## config.mk

```make
export PLATFORM = sky130hd
export DESIGN_NAME = multicore_processor
export DESIGN_NICKNAME = d
export VERILOG_FILES = /design/src/rtl/multicore_processor.sv
export SDC_FILE = /design/constraint.sdc
export NUM_CORES = 1
export LEC_CHECK = 0
export CAP_MARGIN = 5
export CELL_PAD_IN_SITES_DETAIL_PLACEMENT = 1
export CELL_PAD_IN_SITES_GLOBAL_PLACEMENT = 1
export CORE_MARGIN = 5
export CORE_UTILIZATION = 51
export DETAILED_ROUTE_END_ITERATION = 12
export PLACE_DENSITY = 0.93
export SYNTH_ARGS = -nofsm -noshare
export SYNTH_HDL_FRONTEND = slang
export SYNTH_SLANG_ARGS = --single-unit
```

## constraint.sdc

```tcl
create_clock -name clk -period 15.2 [get_ports clk]
set_clock_uncertainty 0.2 [all_clocks]
set_input_delay 3.04 -clock clk [delete_from_list [all_inputs] [get_ports clk]]
set_output_delay 3.04 -clock clk [all_outputs]
set_load 0.1 [all_outputs]
```

## src/rtl/multicore_processor.sv

```systemverilog
// SIMD accumulator processor: a single controller (PC, IR, FSM) steps CORE_COUNT
// identical datapath cores in lockstep against synchronous instruction/data memories.
module multicore_processor #(
    parameter int REG_WIDTH           = 12,
    parameter int INS_WIDTH           = 8,
    parameter int CORE_COUNT          = 3,
    parameter int DATA_MEM_ADDR_WIDTH = 12,
    parameter int INS_MEM_ADDR_WIDTH  = 8
) (
    input  logic                            clk,
    input  logic                            rstN,
    input  logic                            startN,
    input  logic [REG_WIDTH*CORE_COUNT-1:0] ProcessorDataIn,
    input  logic [INS_WIDTH-1:0]            InsMemOut,
    output logic [REG_WIDTH*CORE_COUNT-1:0] ProcessorDataOut,
    output logic [INS_MEM_ADDR_WIDTH-1:0]   insMemAddr,
    output logic [DATA_MEM_ADDR_WIDTH-1:0]  dataMemAddr,
    output logic                            DataMemWrEn,
    output logic                            done,
    output logic                            ready
);

    localparam int MASTER = CORE_COUNT - 1;

    localparam logic [3:0] S_IDLE       = 4'd0;
    localparam logic [3:0] S_FETCH      = 4'd1;
    localparam logic [3:0] S_FETCH_WAIT = 4'd2;
    localparam logic [3:0] S_EXEC       = 4'd3;
    localparam logic [3:0] S_OPND       = 4'd4;
    localparam logic [3:0] S_OPND_WAIT  = 4'd5;
    localparam logic [3:0] S_LOAD       = 4'd6;
    localparam logic [3:0] S_LOAD_WAIT  = 4'd7;
    localparam logic [3:0] S_DONE       = 4'd8;

    localparam logic [INS_WIDTH-1:0] OP_ENDOP  = 'h01;
    localparam logic [INS_WIDTH-1:0] OP_CLAC   = 'h02;
    localparam logic [INS_WIDTH-1:0] OP_LDAC   = 'h03;
    localparam logic [INS_WIDTH-1:0] OP_STAC   = 'h04;
    localparam logic [INS_WIDTH-1:0] OP_MVACAR = 'h05;
    localparam logic [INS_WIDTH-1:0] OP_MVACR  = 'h06;
    localparam logic [INS_WIDTH-1:0] OP_MVRAC  = 'h07;
    localparam logic [INS_WIDTH-1:0] OP_MVACTR = 'h08;
    localparam logic [INS_WIDTH-1:0] OP_MVTRAC = 'h09;
    localparam logic [INS_WIDTH-1:0] OP_ADD    = 'h0A;
    localparam logic [INS_WIDTH-1:0] OP_SUB    = 'h0B;
    localparam logic [INS_WIDTH-1:0] OP_MUL    = 'h0C;
    localparam logic [INS_WIDTH-1:0] OP_INCAC  = 'h0D;
    localparam logic [INS_WIDTH-1:0] OP_INCAR  = 'h0E;
    localparam logic [INS_WIDTH-1:0] OP_LDCID  = 'h0F;
    localparam logic [INS_WIDTH-1:0] OP_JUMP   = 'h10;
    localparam logic [INS_WIDTH-1:0] OP_JMPZ   = 'h11;
    localparam logic [INS_WIDTH-1:0] OP_JMPNZ  = 'h12;
    localparam logic [INS_WIDTH-1:0] OP_LDIM   = 'h13;

    logic [3:0]                    state_q, state_d;
    logic [INS_MEM_ADDR_WIDTH-1:0] pc_q, pc_d;
    logic [INS_WIDTH-1:0]          ir_q, ir_d;
    logic [REG_WIDTH-1:0]          ac_q [CORE_COUNT];
    logic [REG_WIDTH-1:0]          ac_d [CORE_COUNT];
    logic [REG_WIDTH-1:0]          r_q  [CORE_COUNT];
    logic [REG_WIDTH-1:0]          r_d  [CORE_COUNT];
    logic [REG_WIDTH-1:0]          tr_q [CORE_COUNT];
    logic [REG_WIDTH-1:0]          tr_d [CORE_COUNT];
    logic [REG_WIDTH-1:0]          ar_q [CORE_COUNT];
    logic [REG_WIDTH-1:0]          ar_d [CORE_COUNT];
    logic [CORE_COUNT-1:0]         z_q, z_d;
    logic                          acWr;

    always_comb begin
        state_d = state_q;
        pc_d    = pc_q;
        ir_d    = ir_q;
        ac_d    = ac_q;
        r_d     = r_q;
        tr_d    = tr_q;
        ar_d    = ar_q;
        z_d     = z_q;
        acWr    = 1'b0;
        case (state_q)
            S_IDLE, S_DONE: begin
                if (!startN) begin
                    pc_d    = '0;
                    state_d = S_FETCH;
                end
            end
            S_FETCH: state_d = S_FETCH_WAIT;
            S_FETCH_WAIT: begin
                ir_d    = InsMemOut;
                pc_d    = pc_q + 1'b1;
                state_d = S_EXEC;
            end
            S_EXEC: begin
                case (ir_q)
                    OP_ENDOP:                             state_d = S_DONE;
                    OP_LDAC:                              state_d = S_LOAD;
                    OP_JUMP, OP_JMPZ, OP_JMPNZ, OP_LDIM:  state_d = S_OPND;
                    default:                              state_d = S_FETCH;
                endcase
                for (int k = 0; k < CORE_COUNT; k++) begin
                    case (ir_q)
                        OP_CLAC:   begin ac_d[k] = '0;                   acWr = 1'b1; end
                        OP_MVACAR: ar_d[k] = ac_q[k];
                        OP_MVACR:  r_d[k]  = ac_q[k];
                        OP_MVRAC:  begin ac_d[k] = r_q[k];               acWr = 1'b1; end
                        OP_MVACTR: tr_d[k] = ac_q[k];
                        OP_MVTRAC: begin ac_d[k] = tr_q[k];              acWr = 1'b1; end
                        OP_ADD:    begin ac_d[k] = ac_q[k] + r_q[k];     acWr = 1'b1; end
                        OP_SUB:    begin ac_d[k] = ac_q[k] - r_q[k];     acWr = 1'b1; end
                        OP_MUL:    begin ac_d[k] = ac_q[k] * r_q[k];     acWr = 1'b1; end
                        OP_INCAC:  begin ac_d[k] = ac_q[k] + 1'b1;       acWr = 1'b1; end
                        OP_INCAR:  ar_d[k] = ar_q[k] + 1'b1;
                        OP_LDCID:  begin ac_d[k] = REG_WIDTH'(k);        acWr = 1'b1; end
                        default:   ;
                    endcase
                end
            end
            S_OPND: state_d = S_OPND_WAIT;
            S_OPND_WAIT: begin
                pc_d    = pc_q + 1'b1;
                state_d = S_FETCH;
                // Conditional jumps look only at the master core's Z flag.
                case (ir_q)
                    OP_JUMP:  pc_d = INS_MEM_ADDR_WIDTH'(InsMemOut);
                    OP_JMPZ:  if (z_q[MASTER])  pc_d = INS_MEM_ADDR_WIDTH'(InsMemOut);
                    OP_JMPNZ: if (!z_q[MASTER]) pc_d = INS_MEM_ADDR_WIDTH'(InsMemOut);
                    OP_LDIM: begin
                        for (int k = 0; k < CORE_COUNT; k++)
                            ac_d[k] = {{(REG_WIDTH-INS_WIDTH){1'b0}}, InsMemOut};
                        acWr = 1'b1;
                    end
                    default: ;
                endcase
            end
            S_LOAD: state_d = S_LOAD_WAIT;
            S_LOAD_WAIT: begin
                for (int k = 0; k < CORE_COUNT; k++)
                    ac_d[k] = ProcessorDataIn[(CORE_COUNT-k)*REG_WIDTH-1 -: REG_WIDTH];
                acWr    = 1'b1;
                state_d = S_FETCH;
            end
            default: state_d = S_IDLE;
        endcase
        if (acWr) begin
            for (int k = 0; k < CORE_COUNT; k++)
                z_d[k] = (ac_d[k] == '0);
        end
    end

    always_ff @(posedge clk or negedge rstN) begin
        if (!rstN) begin
            state_q <= S_IDLE;
            pc_q    <= '0;
            ir_q    <= '0;
            ac_q    <= '{default: '0};
            r_q     <= '{default: '0};
            tr_q    <= '{default: '0};
            ar_q    <= '{default: '0};
            z_q     <= '0;
        end else begin
            state_q <= state_d;
            pc_q    <= pc_d;
            ir_q    <= ir_d;
            ac_q    <= ac_d;
            r_q     <= r_d;
            tr_q    <= tr_d;
            ar_q    <= ar_d;
            z_q     <= z_d;
        end
    end

    // Core 0 occupies the most significant lane of the data word.
    always_comb begin
        ProcessorDataOut = '0;
        for (int k = 0; k < CORE_COUNT; k++)
            ProcessorDataOut[(CORE_COUNT-k)*REG_WIDTH-1 -: REG_WIDTH] = ac_q[k];
    end

    assign insMemAddr  = pc_q;
    assign dataMemAddr = ar_q[MASTER][DATA_MEM_ADDR_WIDTH-1:0];
    assign DataMemWrEn = (state_q == S_EXEC) && (ir_q == OP_STAC);
    assign done        = (state_q == S_DONE);
    assign ready       = (state_q == S_IDLE) || (state_q == S_DONE);

endmodule

```

# Word level (Yosys, flattened, before mapping)
# Cells that the tools add are included.
[op_classes]
reduce_logical = 17
n_mul = 3
muxes = 17
add_sub_neg = 11
n_eq_ne = 28
[op_table]
columns = ["op", "count"]
rows = [
  ["$pmux 12 s8", 2],
  ["$pmux 36 s3", 1],
  ["$pmux 12 s7", 1],
  ["$eq 8x4->1 const B", 8],
  ["$add 12x1->12 const B", 4],
  ["$pmux 8 s3", 2],
  ["$add 12x12->12", 3],
  ["$logic_not 12->1", 3],
  ["$mul 12x12->12", 3],
  ["$mux 36", 1],
  ["$sub 12x12->12", 3],
  ["$eq 8x3->1 const B", 4],
  ["$eq 8x5->1 const B", 4],
  ["$pmux 4 s7", 1],
  ["$mux 8", 3],
  ["$pmux 12 s2", 1],
  ["$eq 4x3->1 const B", 4],
  ["$eq 8x2->1 const B", 2],
  ["$pmux 4 s3", 1],
  ["$add 8x1->8 const B", 1],
  ["$eq 4x2->1 const B", 2],
  ["$eq 8x1->1 const B", 1],
  ["$reduce_and 2->1", 4],
  ["$reduce_or 8->1", 1],
  ["other kinds (13)", 16],
]
[word_totals]
in_bits = 47
regBits = 143
output_inout_bits = 59
elab_cells = 90

# Logic depth before layout (Yosys ltp)
# Gate-level depths: netlist (run 1).
[logic_depth]
word_depth = 5
depth_mapped = 21
ltp_nobuf = 19

# Least setup slack after synthesis (run 1)
# Ideal clock, no wire load.
[synth_timing]
path_kind = "register to output"
from = "register ir_q[4]"
to = "output DataMemWrEn"
path_slack_ps = 7864
t_arrival_ps = 4096
required_ps = 11960
path_stages_with_launch = 5
n_path_buf = 0
cell_sequence = "dfrtp_1 -> or4_1 -> nor2_1 -> nand2_1 -> nor4_1"
[synth_via]
elab_chain_len = 2
[synth_rtl]
columns = ["element", "line_no", "rtl"]
rows = [
  ["start: declaration", "57", "logic [INS_WIDTH-1:0] ir_q, ir_d;"],
  ["start signal: assignment", "162", "ir_q <= ir_d;"],
  ["$eq 8x3->1", "180", "assign DataMemWrEn = (state_q == S_EXEC) && (ir_q == OP_STAC);"],
  ["$logic_and 1x1->1", "180", ""],
  ["end: declaration", "18", "output logic DataMemWrEn,"],
]
# No other way between the ends.

# Final worst setup path (run 1)
[layout_timing]
from = "register state_q[2]"
to = "output DataMemWrEn"
[layout_via]
elab_chain_len = 2
[layout_rtl]
columns = ["element", "line_no", "rtl"]
rows = [
  ["start: declaration", "55", "logic [3:0] state_q, state_d;"],
  ["start signal: assignment", "160", "state_q <= state_d;"],
  ["$eq 4x2->1", "180", ""],
  ["$logic_and 1x1->1", "180", ""],
]
# No other way between the ends.

==> results of run 1 <==
-- worst max-delay path: stages (launching register included) --
cell and delay [ns]:
dfrtp_1 0.51, nand4bb_1 0.82, nor2_1 0.59, nand2_1 0.14, nor4_1 0.32, clkdlybuf4s50_1 1.21
-- layout make-up --
cell class | instances | area (um^2)
multi-input combinational | 1441 | 11300
tap | 402 | 503
clock buffer | 18 | 429
clock inverter | 14 | 170
inverter | 239 | 897
sequential | 141 | 3530
timing repair buffer | 129 | 1240
fill | 3705 | 13400
-- how the worst max path moves through the flow --
stage | to | slack (ns) | depth (start not counted)
6_report | DataMemWrEn | 7.91 | 5
5_1_grt | DataMemWrEn | 7.80 | 5
4_1_cts | DataMemWrEn | 8.02 | 5
3_5_place_dp | DataMemWrEn | 8.61 | 5
3_3_place_gp | DataMemWrEn | 8.70 | 5
2_1_floorplan | DataMemWrEn | 7.86 | 4
-- synthesized netlist by cell type, drive strengths merged (5+ instances only) --
cell type | instances | share of area [%]
or4 | 10 | 0.46
nand2 | 282 | 6.5
a21oi | 119 | 3.7
a221oi | 12 | 0.65
o41ai | 5 | 0.27
nand3 | 31 | 0.96
o21ai | 114 | 3.5
nor4 | 6 | 0.27
a21o | 10 | 0.46
and3 | 11 | 0.42
fa | 120 | 15
a31oi | 7 | 0.27
buf | 15 | 0.45
mux2 | 69 | 4.8
nor2 | 84 | 1.9
o31ai | 14 | 0.68
or3 | 11 | 0.42
a211o | 5 | 0.27
nor2b | 8 | 0.31
and2 | 67 | 2.6
clkbuf | 104 | 2.4
o21a | 5 | 0.23
o211ai | 22 | 1.0
mux2i | 16 | 0.99
dfrtp | 141 | 22
xor2 | 24 | 1.3
nand2b | 9 | 0.35
ha | 125 | 9.6
a211oi | 19 | 0.91
nor3 | 27 | 0.83
a22oi | 22 | 1.0
inv | 239 | 5.5
xnor2 | 84 | 4.5
a221o | 10 | 0.62
o21bai | 9 | 0.42
nand4 | 5 | 0.19
o22ai | 6 | 0.23
o221ai | 11 | 0.59
a222oi | 7 | 0.43
-- cells in the final DEF, fill, tap and decap left out, drive strengths merged, types with 67 or more instances in the layout --
cell type / netlist / final
mux2: 69 / 69
o21ai: 114 / 114
dfrtp: 141 / 141
fa: 120 / 120
nand2: 282 / 282
nor2: 84 / 84
and2: 67 / 67
a21oi: 119 / 119
clkdlybuf4s50: 0 / 104
xnor2: 84 / 84
inv: 239 / 248
ha: 125 / 125
-- per-stage QoR --
stage | worst slack (ns) | power (mW) | hold WS [ns] | util (%)
CTS | 8.02 | 3.12 | 0.298 | 57.5
finish | 7.91 | 3.17 | 0.302 | 57.6
floorplan | 7.86 | 2.02 | 0.250 | -
detailed placement | 8.61 | 2.63 | 0.282 | 55.6
global route | 7.80 | 3.32 | 0.322 | 57.6
global placement | 8.70 | 2.50 | 0.262 | 55.6
-- routing by layer --
metal / wire [um] / share of wire [%] / track usage [%]
met3: 5870 / 9.3 / 7.82
met4: 4400 / 7.0 / 21.7
met5: 0 / 0 / 0
met1: 22900 / 36 / 40.9
met2: 29900 / 47 / 58.8
-- kinds of logic (layout without fill, tap and decap cells) --
logic type / after synthesis / after routing / share of synthesized area, %
simple gates: 574 / 574 / 16.4
compound gates: 426 / 426 / 16.9
buf+inv: 358 / 400 / 8.39
fa+ha+maj: 245 / 245 / 24.5
flops: 141 / 141 / 21.8
xor+xnor: 111 / 111 / 6.25
mux: 85 / 85 / 5.78
-- power by group --
part	switching, mW	internal (mW)
registers	0.371	0.485
clock network	0.196	0.249
logic	1.28	0.594
total	1.84	1.33
==> impl_results.md, run 1 <==
- Status: completed
- Maximum vdd drop: 0.129 mV
- Worst Path Required: 11.96 ns
- Top FF cell, synth: dfrtp_1
- Number of top-level pins: 106
- Register area share after synthesis: 21.8%
- R2r setup slk: 9.11 ns
- Worst reg2reg path depth: 18
- Worst Tran Pin Value: 1.23 ns
- Via count of the first global-routing pass: 17600
- Leakage: 8.42 nW
- CTS Root Cell: clkbuf_16
- Clock H-tree levels: 4
- Clock latency on the worst-skew pair: 0.45 ns
- Mapped Cells: between 1500 and 2000
- Layout cells sized above 1: 7.11%
- Worst EP arrival: 4.05 ns
- Clock sink total: 141
- Layout area overhead: 11.7%
- Critical Path End Type: output pin
- Drc violations: 0
- HPWL after DPL: between 40000 and 50000 um
- Setup crit start kind: register
- DIE WIDTH: 188 um
- Placer Congestion: about 0.94
- Final period util: 47.9%
- Unrepaired setup endpoints after global routing: false
- Syn Nets: 2232
- Worst Hold Endpoint: tr_q[0]$_DFFE_PN0P_
- Min Tclk post-route: roughly 7.3 ns
- PortBufs: 105
- PostCTS Resize Cnt: 0
- Via Count: approximately 16000
- Post-synth cell types: 77
- Worst-path maximum fanout: 11
- Fmax achieved: 137 MHz
- Iteration-0 DRC Markers: 1914
- TritonRoute pass-1 iters: 8
- Post-route cell area: approximately 18000 um^2
- Number of synthesized flops with an enable pin: 0
- Wire length of the first global-routing pass: 98000 um
- Critical path type: reg2out
- Setup TNS: 0 ns
- Die Y: between 150 and 200 um
- Yosys warning count: 0
- Hold Vio Cnt, Final: 0
- Placed Instance Area: 17500 um^2
- Post-Route WL: 63100 um
- Post-Syn Area: 16200 um^2
- Via/cell ratio: 6.67
- Core area: 31500 um^2
- CTS tree: done
- Finished Layout Cells: 2384
- Asr flop ratio synth: 100%
- Min-delay src: tr_q[0]$_DFFE_PN0P_
- Max Cap Violations: 0
- Antenna Violating Nets Remaining: 0
- Clk buf depth: 2
- Syn_area_per_cell: 8.36 um^2
- Setup bufs post-CTS: 0
- Routed wire per std cell: 26.5 um
- Hold-fix buffers, CTS: 0
- Final Setup Violations: 0
- Relative slew slack: 18.0%
- Setup crit start: state_q[2]$_DFFE_PN0P_
- FF+latch count, synth: 141
- Largest net degree at the start of global routing: 73
- CTS clk-pin slew, worst paths: 0.07 ns
- DIE AREA: 35500 um^2
- Cts bufs inserted: 17
- Min-delay worst type: reg2reg
- Max Slew Vio Count: 0
- Pwr/cell area: ~180 nW/um^2
- WHS Path Cells: 2
- Initial antenna violation count: 0
- Rows: 65
- Overflow after GRT: 0
- Nets: 2261
- Antenna cells: 0
- Placed Cells: 2351
- Global-route usage over all layers: 35.1%
- Starting density of the core: 51.5%
No activity file was read; power rests on OpenSTA's default activity.
==> run 2, diff against run 1 <==
--- a/config.mk
+++ b/config.mk
@@ -9,9 +9,9 @@
 export CELL_PAD_IN_SITES_DETAIL_PLACEMENT = 1
 export CELL_PAD_IN_SITES_GLOBAL_PLACEMENT = 1
 export CORE_MARGIN = 5
-export CORE_UTILIZATION = 51
+export CORE_UTILIZATION = 47
 export DETAILED_ROUTE_END_ITERATION = 12
-export PLACE_DENSITY = 0.93
+export PLACE_DENSITY = 0.87
 export SYNTH_ARGS = -nofsm -noshare
 export SYNTH_HDL_FRONTEND = slang
 export SYNTH_SLANG_ARGS = --single-unit
==> constraint.sdc (replaced) <==
create_clock -name clk -period 7.6 [get_ports clk]
set_clock_uncertainty 0.2 [all_clocks]
set_input_delay 1.52 -clock clk [delete_from_list [all_inputs] [get_ports clk]]
set_output_delay 1.52 -clock clk [all_outputs]
set_load 0.1 [all_outputs]
==> run 2 against run 1 <==
  * Die area is 8.1% higher
  * Critical path depth unchanged
  * Core utilization shrank 4.5 points
  * Flip-flop and latch count did not move
  * Count of clock-buffer cells in the layout unchanged
  * Setup slack lost 6.2 ns
  * Critical endpoint unchanged
==> impl_results.md, run 2 (synthesized netlist as in run 1, its figures left out) <==
- Area of the multi-input gates: 11400 um^2 (+0.18%)
- Cts bufs inserted: 17 (unchanged)
- Drc violations: 0 (unchanged)
- Routed wire per std cell: 24.5 um (-7.5%)
- Clock latency on the worst-skew pair: 0.44 ns (about the same)
- Worst Path Required: 5.88 ns (-6.08 ns)
- Via/cell ratio: 6.28 (-5.9%)
- Die Y: 196 um (+3.9%)
- Unrepaired setup endpoints after global routing: false
- Status: completed
- Clock sink total: 141 (unchanged)
- HPWL after DPL: 41800 um (-1.5%)
- Initial antenna violation count: 0 (unchanged)
- Max Cap Violations: 0 (unchanged)
- Min-delay src: tr_q[0]$_DFFE_PN0P_
- Wire length of the first global-routing pass: 93500 um (-4.6%)
- DIE AREA: 38300 um^2 (+8.1%)
- Largest net degree at the start of global routing: 85 (+16%)
- Fmax achieved: about 170 MHz
- Setup TNS: 0 ns (unchanged)
- TritonRoute pass-1 iters: 8 (unchanged)
- Clock H-tree levels: 4 (unchanged)
- Finished Layout Cells: 2434 (+2.1%)
- Antenna cells: 0 (unchanged)
- Hold-fix buffers, CTS: 0 (unchanged)
- Placed Instance Area: 17600 um^2 (+0.41%)
- Leakage: 8.41 nW (about the same)
- Gate power share: 58.7% (-0.3 points)
- CTS tree: done
- Critical path type: reg2out
- Placer Congestion: 0.943 (+0.11%)
- Setup bufs post-CTS: 0 (unchanged)
- Internal power: 2.68 mW (+100%)
- WHS Path Cells: 2 (unchanged)
- Worst EP arrival: 4.14 ns (+0.09 ns)
- DIE WIDTH: 196 um (+3.9%)
- Maximum vdd drop: 0.211 mV (+64%)
- Nets: 2258 (-0.13%)
- Net Sw Frac: 56.9% (-1.2 points)
- FILL cells: 4061 (+9.6%)
- Antenna Violating Nets Remaining: 0 (unchanged)
- Iteration-0 DRC Markers: 1540 (-20%)
- Worst-path maximum fanout: 11 (unchanged)
- Relative slew slack: 19.3% (+1.3 points)
- Clock network fraction of total power: 14.6% (+0.6 points)
- Global-route usage over all layers: 30.8% (-4.2 points)
- Final Setup Violations: 0 (unchanged)
- Pwr/cell area: 343 nW/um^2 (+96%)
- Rows: 68 (+4.6%)
- Worst Hold Endpoint: tr_q[0]$_DFFE_PN0P_
- Via Count: 15300 (-3.9%)
- PostCTS Resize Cnt: 0 (unchanged)
- Most common cell after layout, fill and taps aside: nand2_1
- Via count of the first global-routing pass: 16400 (-7.1%)
- CTS Root Cell: clkbuf_16
- Final period util: 77.2%
- Clk buf depth: 2 (unchanged)
- Commonest cells after routing, fill and taps aside: nand2_1 (282), inv_1 (239), dfrtp_1 (141)
- Overflow after GRT: 0 (unchanged)
- Min-delay worst type: reg2reg
- Worst Tran Pin Value: 1.21 ns (-0.0201 ns)
- Layout cells sized above 1: 7.28% (+0.16 points)
- Setup crit start kind: register
- Starting density of the core: 47.3% (-4.2 points)
- Hold Vio Cnt, Final: 0 (unchanged)
- R2r setup slk: 1.79 ns (-7.32 ns)
- Post-Route WL: 59600 um (-5.6%)
- Core area: 34300 um^2 (+8.9%)
- Sequential Area: 3530 um^2 (unchanged)
- Placed Cells: 2402 (+2.2%)
- PortBufs: 105 (unchanged)
- Worst hold slack: 0.301 ns (-0.00157 ns)
- Max Slew Vio Count: 0 (unchanged)
- Layout area overhead: 12.2%
- Worst reg2reg path depth: 18 (unchanged)
- CTS clk-pin slew, worst paths: 0.07 ns (about the same)
- Number of top-level pins: 106 (unchanged)
- Psw: 3.55 mW (+93%)
- Min Tclk post-route: 5.86 ns
- Critical Path End Type: output pin
- Post-route cell area: 18200 um^2 (+0.44%)
- Reg power frac: 26.7% (-0.3 points)
run 2: area by class of cell:
class / instances / area share (%)
well taps: 455 / 3.13
multi-input cells: 1441 / 62.5
flip-flops and latches: 141 / 19.4
clock buffers: 18 / 2.41
inverters: 239 / 4.93
clock inverters: 14 / 0.990
repair buffers: 126 / 6.65
run 2: how the worst max path moves through the flow:
stage,from,end,slack (ns),depth (start not counted)
2_1_floorplan,ir_q[4]$_DFFE_PN0P_,DataMemWrEn,1.78,4
3_3_place_gp,ProcessorDataOut[7]$_DFF_PN0_,z_q[2]$_DFFE_PN0P_,2.12,15
3_5_place_dp,register,register,1.85,18
4_1_cts,register,register,1.77,18
5_1_grt,register,register,1.57,18
6_report,state_q[2]$_DFFE_PN0P_,DataMemWrEn,1.74,5
run 2: per-stage QoR:
| step | worst slack (ns) | power [mW] | util [%] |
|---|---|---|---|
| 2_1_floorplan | 1.78 | 4.04 | - |
| 3_5_place_dp | 1.85 | 5.25 | 51.3 |
| 3_3_place_gp | 2.12 | 5.08 | 51.3 |
| 5_1_grt | 1.57 | 6.60 | 53.1 |
| 4_1_cts | 1.77 | 6.18 | 53.1 |
| 6_report | 1.74 | 6.23 | 53.1 |
run 2: worst max-delay path, cell delays in order (launching register included):
cell and delay, ns:
dfrtp_1 0.52, nand4bb_1 0.84, nor2_1 0.62, nand2_1 0.13, nor4_1 0.36, clkdlybuf4s50_1 1.24
run 2: power by group through the flow:
stage / combinational, mW / sequential (mW) / clock (mW)
floorplan: 1.99 / 2.05 / 0
global placement: 3.45 / 1.63 / 0
detailed placement: 3.59 / 1.65 / 0
CTS: 3.64 / 1.64 / 0.906
global route: 3.96 / 1.70 / 0.942
finish: 3.66 / 1.66 / 0.910
run 2: routing by layer:
layer	vias up	part of all wire (%)	GRT usage [%]
li1	6593	-	-
met1	7750	40	40.2
met2	743	48	50.7
met3	193	8.1	5.31
met4	0	4.6	13.2
met5	-	0	0
==> run 3, diff against run 2 <==
==> constraint.sdc (replaced) <==
create_clock -name clk -period 5.4 [get_ports clk]
set_clock_uncertainty 0.2 [all_clocks]
set_input_delay 1.08 -clock clk [delete_from_list [all_inputs] [get_ports clk]]
set_output_delay 1.08 -clock clk [all_outputs]
set_load 0.1 [all_outputs]
==> run 3 against run 2 <==
  * Count of clock-buffer cells in the layout up 6
  * Critical path depth is 13 higher
  * Setup slack lost 1.6 ns
  * Final cell count increased by 3.7%
  * Combinational power up 66%
  * Sequential power rose by 20%
  * Hold slack worse by 0.0067 ns
  * Flip-flop and latch count did not move
  * First-iteration DRC count shrank 2.2%
==> impl_results.md, run 3 (synthesized netlist as in run 1, its figures left out) <==
- Min-delay worst type: reg2reg
- Max Slew Vio Count: 0 (unchanged)
- Min Tclk post-route: 5.28 ns
- Worst hold slack: 0.294 ns (-0.00670 ns)
- Iteration-0 DRC Markers: 1506 (-2.2%)
- Clock latency on the worst-skew pair: 0.45 ns (about the same)
- Via/cell ratio: 6.35 (+1.2%)
- Worst Tran Pin Value: 1.25 ns (+0.0374 ns)
- Critical Path End Type: register
- CP most frequent cell: fa_1
- Wire length of the first global-routing pass: 98800 um (+5.7%)
- Cell count along the critical path: 18 (+13)
- DIE AREA: 38300 um^2 (unchanged)
- Nets: 2348 (+4.0%)
- Clock sink total: 141 (unchanged)
- Buf/Inv on CP: 3 (+2)
- Slowest CP cell: fa_1
- Hold Vio Cnt, Final: 0 (unchanged)
- Critical path type: reg2reg
- CTS tree: done
- Via count of the first global-routing pass: 17100 (+4.7%)
- DIE WIDTH: 196 um (unchanged)
- CTS clk-pin slew, worst paths: 0.07 ns (about the same)
- Largest net degree at the start of global routing: 69 (-19%)
- Final period util: 97.8%
- TritonRoute pass-1 iters: 6 (-2)
- Worst setup margin: 0.120 ns (-1.62 ns)
- Setup TNS: 0 ns (unchanged)
- PortBufs: 105 (unchanged)
- HPWL after DPL: 45900 um (+9.7%)
- Final Setup Violations: 0 (unchanged)
- Commonest cells after routing, fill and taps aside: nand2_1 (282), inv_1 (239), ha_1 (125)
- Global-route usage over all layers: 32.7% (+1.9 points)
- Worst-path maximum fanout: 2 (-9)
- CTS Root Cell: clkbuf_16
- R2r setup slk: 0.12 ns (-1.67 ns)
- Layout cells sized above 1: 13.1% (+5.9 points)
- Max stage delay on crit path: 0.56 ns (-0.68 ns)
- Worst reg2reg path depth: 18 (unchanged)
- Crit path cell chain: and2_1 > fa_1 > inv_1 > fa_1 > inv_1 > fa_1 > fa_1 > inv_1 > fa_2 > xnor2_2 > xnor2_1 > xnor2_1 > xnor3_1 > xnor2_2 > xnor2_1 > a221oi_2 > a31oi_1 > a21o_1
- Via Count: 16000 (+5.0%)
- Rows: 68 (unchanged)
- Leakage: 8.90 nW (+5.8%)
- Drc violations: 0 (unchanged)
- Max Cap Violations: 0 (unchanged)
- Delay-heaviest family, CP: adder cells
- Placed Cells: 2476 (+3.1%)
- Hold-fix buffers, CTS: 0 (unchanged)
- Worst Path Required: 5.54 ns (-0.34 ns)
- Relative slew slack: 16.8% (-2.5 points)
- Most common cell after layout, fill and taps aside: nand2_1
- Number of top-level pins: 106 (unchanged)
- Post-Route WL: 64100 um (+7.7%)
- Placer Congestion: 0.968 (+2.6%)
- Status: completed
- Die Y: 196 um (unchanged)
- Finished Layout Cells: 2525 (+3.7%)
- Fmax achieved: 189 MHz
- WHS Path Cells: 2 (unchanged)
- Setup crit start kind: register
- Routed wire per std cell: 25.4 um (+3.8%)
- Core area: 34300 um^2 (unchanged)
- Clock H-tree levels: 4 (unchanged)
- Layout area overhead: 16.9%
- Worst EP arrival: 5.42 ns (+1.28 ns)
- Maximum vdd drop: 0.425 mV (+100%)
- Overflow after GRT: 0 (unchanged)
- Min-delay src: tr_q[13]$_DFFE_PN0P_
- Pre-CTS setup slack: 0.0341 ns (-1.82 ns)
- Cts bufs inserted: 17 (unchanged)
- Initial antenna violation count: 2 (+2)
- Starting density of the core: 47.3% (unchanged)
- Unrepaired setup endpoints after global routing: true
- Antenna Violating Nets Remaining: 0 (unchanged)
- Pwr/cell area: 492 nW/um^2 (+43%)
- Clk buf depth: 2 (unchanged)
-- run 3: through the flow --
step	instance area [um^2]	utilization [%]	power [mW]
final	19000	55.3	9.32
after detailed placement	18200	53.0	7.74
after floorplan	16300	-	5.72
after CTS	18800	54.7	9.09
after global placement	18200	53.0	7.47
after global routing	19000	55.3	9.77
-- run 3: area by class of cell --
| type | instances | area [um^2] |
|---|---|---|
| fill | 4036 | 15300 |
| multi-input combinational | 1441 | 11400 |
| sequential | 141 | 3570 |
| timing repair buffer | 216 | 1880 |
| inverter | 239 | 897 |
| tap | 455 | 569 |
| clock buffer | 24 | 492 |
| clock inverter | 8 | 106 |
| antenna | 1 | 2.50 |
-- run 3: power breakdown --
part | internal, mW | total [mW] | switching, mW | leakage (nW)
Sequential | 1.40 | 1.99 | 0.588 | 1.83
Clock | 0.733 | 1.26 | 0.527 | 0.287
Combinational | 1.96 | 6.07 | 4.11 | 6.78
Total | 4.10 | 9.32 | 5.22 | 8.90
-- run 3: worst paths after layout --
check | endpoint
max | register
min | tr_q[13]$_DFFE_PN0P_
max reg2reg | register
min reg2reg | tr_q[13]$_DFFE_PN0P_
max in group asynchronous | ProcessorDataOut[3]$_DFF_PN0_
min in group asynchronous | r_q[31]$_DFFE_PN0P_
-- run 3: per-layer routing --
layer | track usage, % | vias to the layer above | share of wire (%)
met3 | 5.99 | 280 | 8.8
met2 | 54.4 | 916 | 47
met1 | 41.1 | 8059 | 38
met5 | 0 | - | 0.019
li1 | - | 6787 | -
met4 | 16.0 | 2 | 5.7
-- run 3: what timing repair did --
action / 4_1_cts / 5_1_grt
gates resized for setup: 0 / 19
setup endpoints to repair: 0 / 3
setup buffers: 0 / 16
-- run 3: tightest hold or removal path, delay by kind of cell, from the launching register on --
| family | cells | cell delay [ns] |
|---|---|---|
| AND/OR/NAND/NOR | 1 | 0.05 |
| AO/OA/AOI/OAI | 1 | 0.06 |
| flip-flops | 1 | 0.35 |
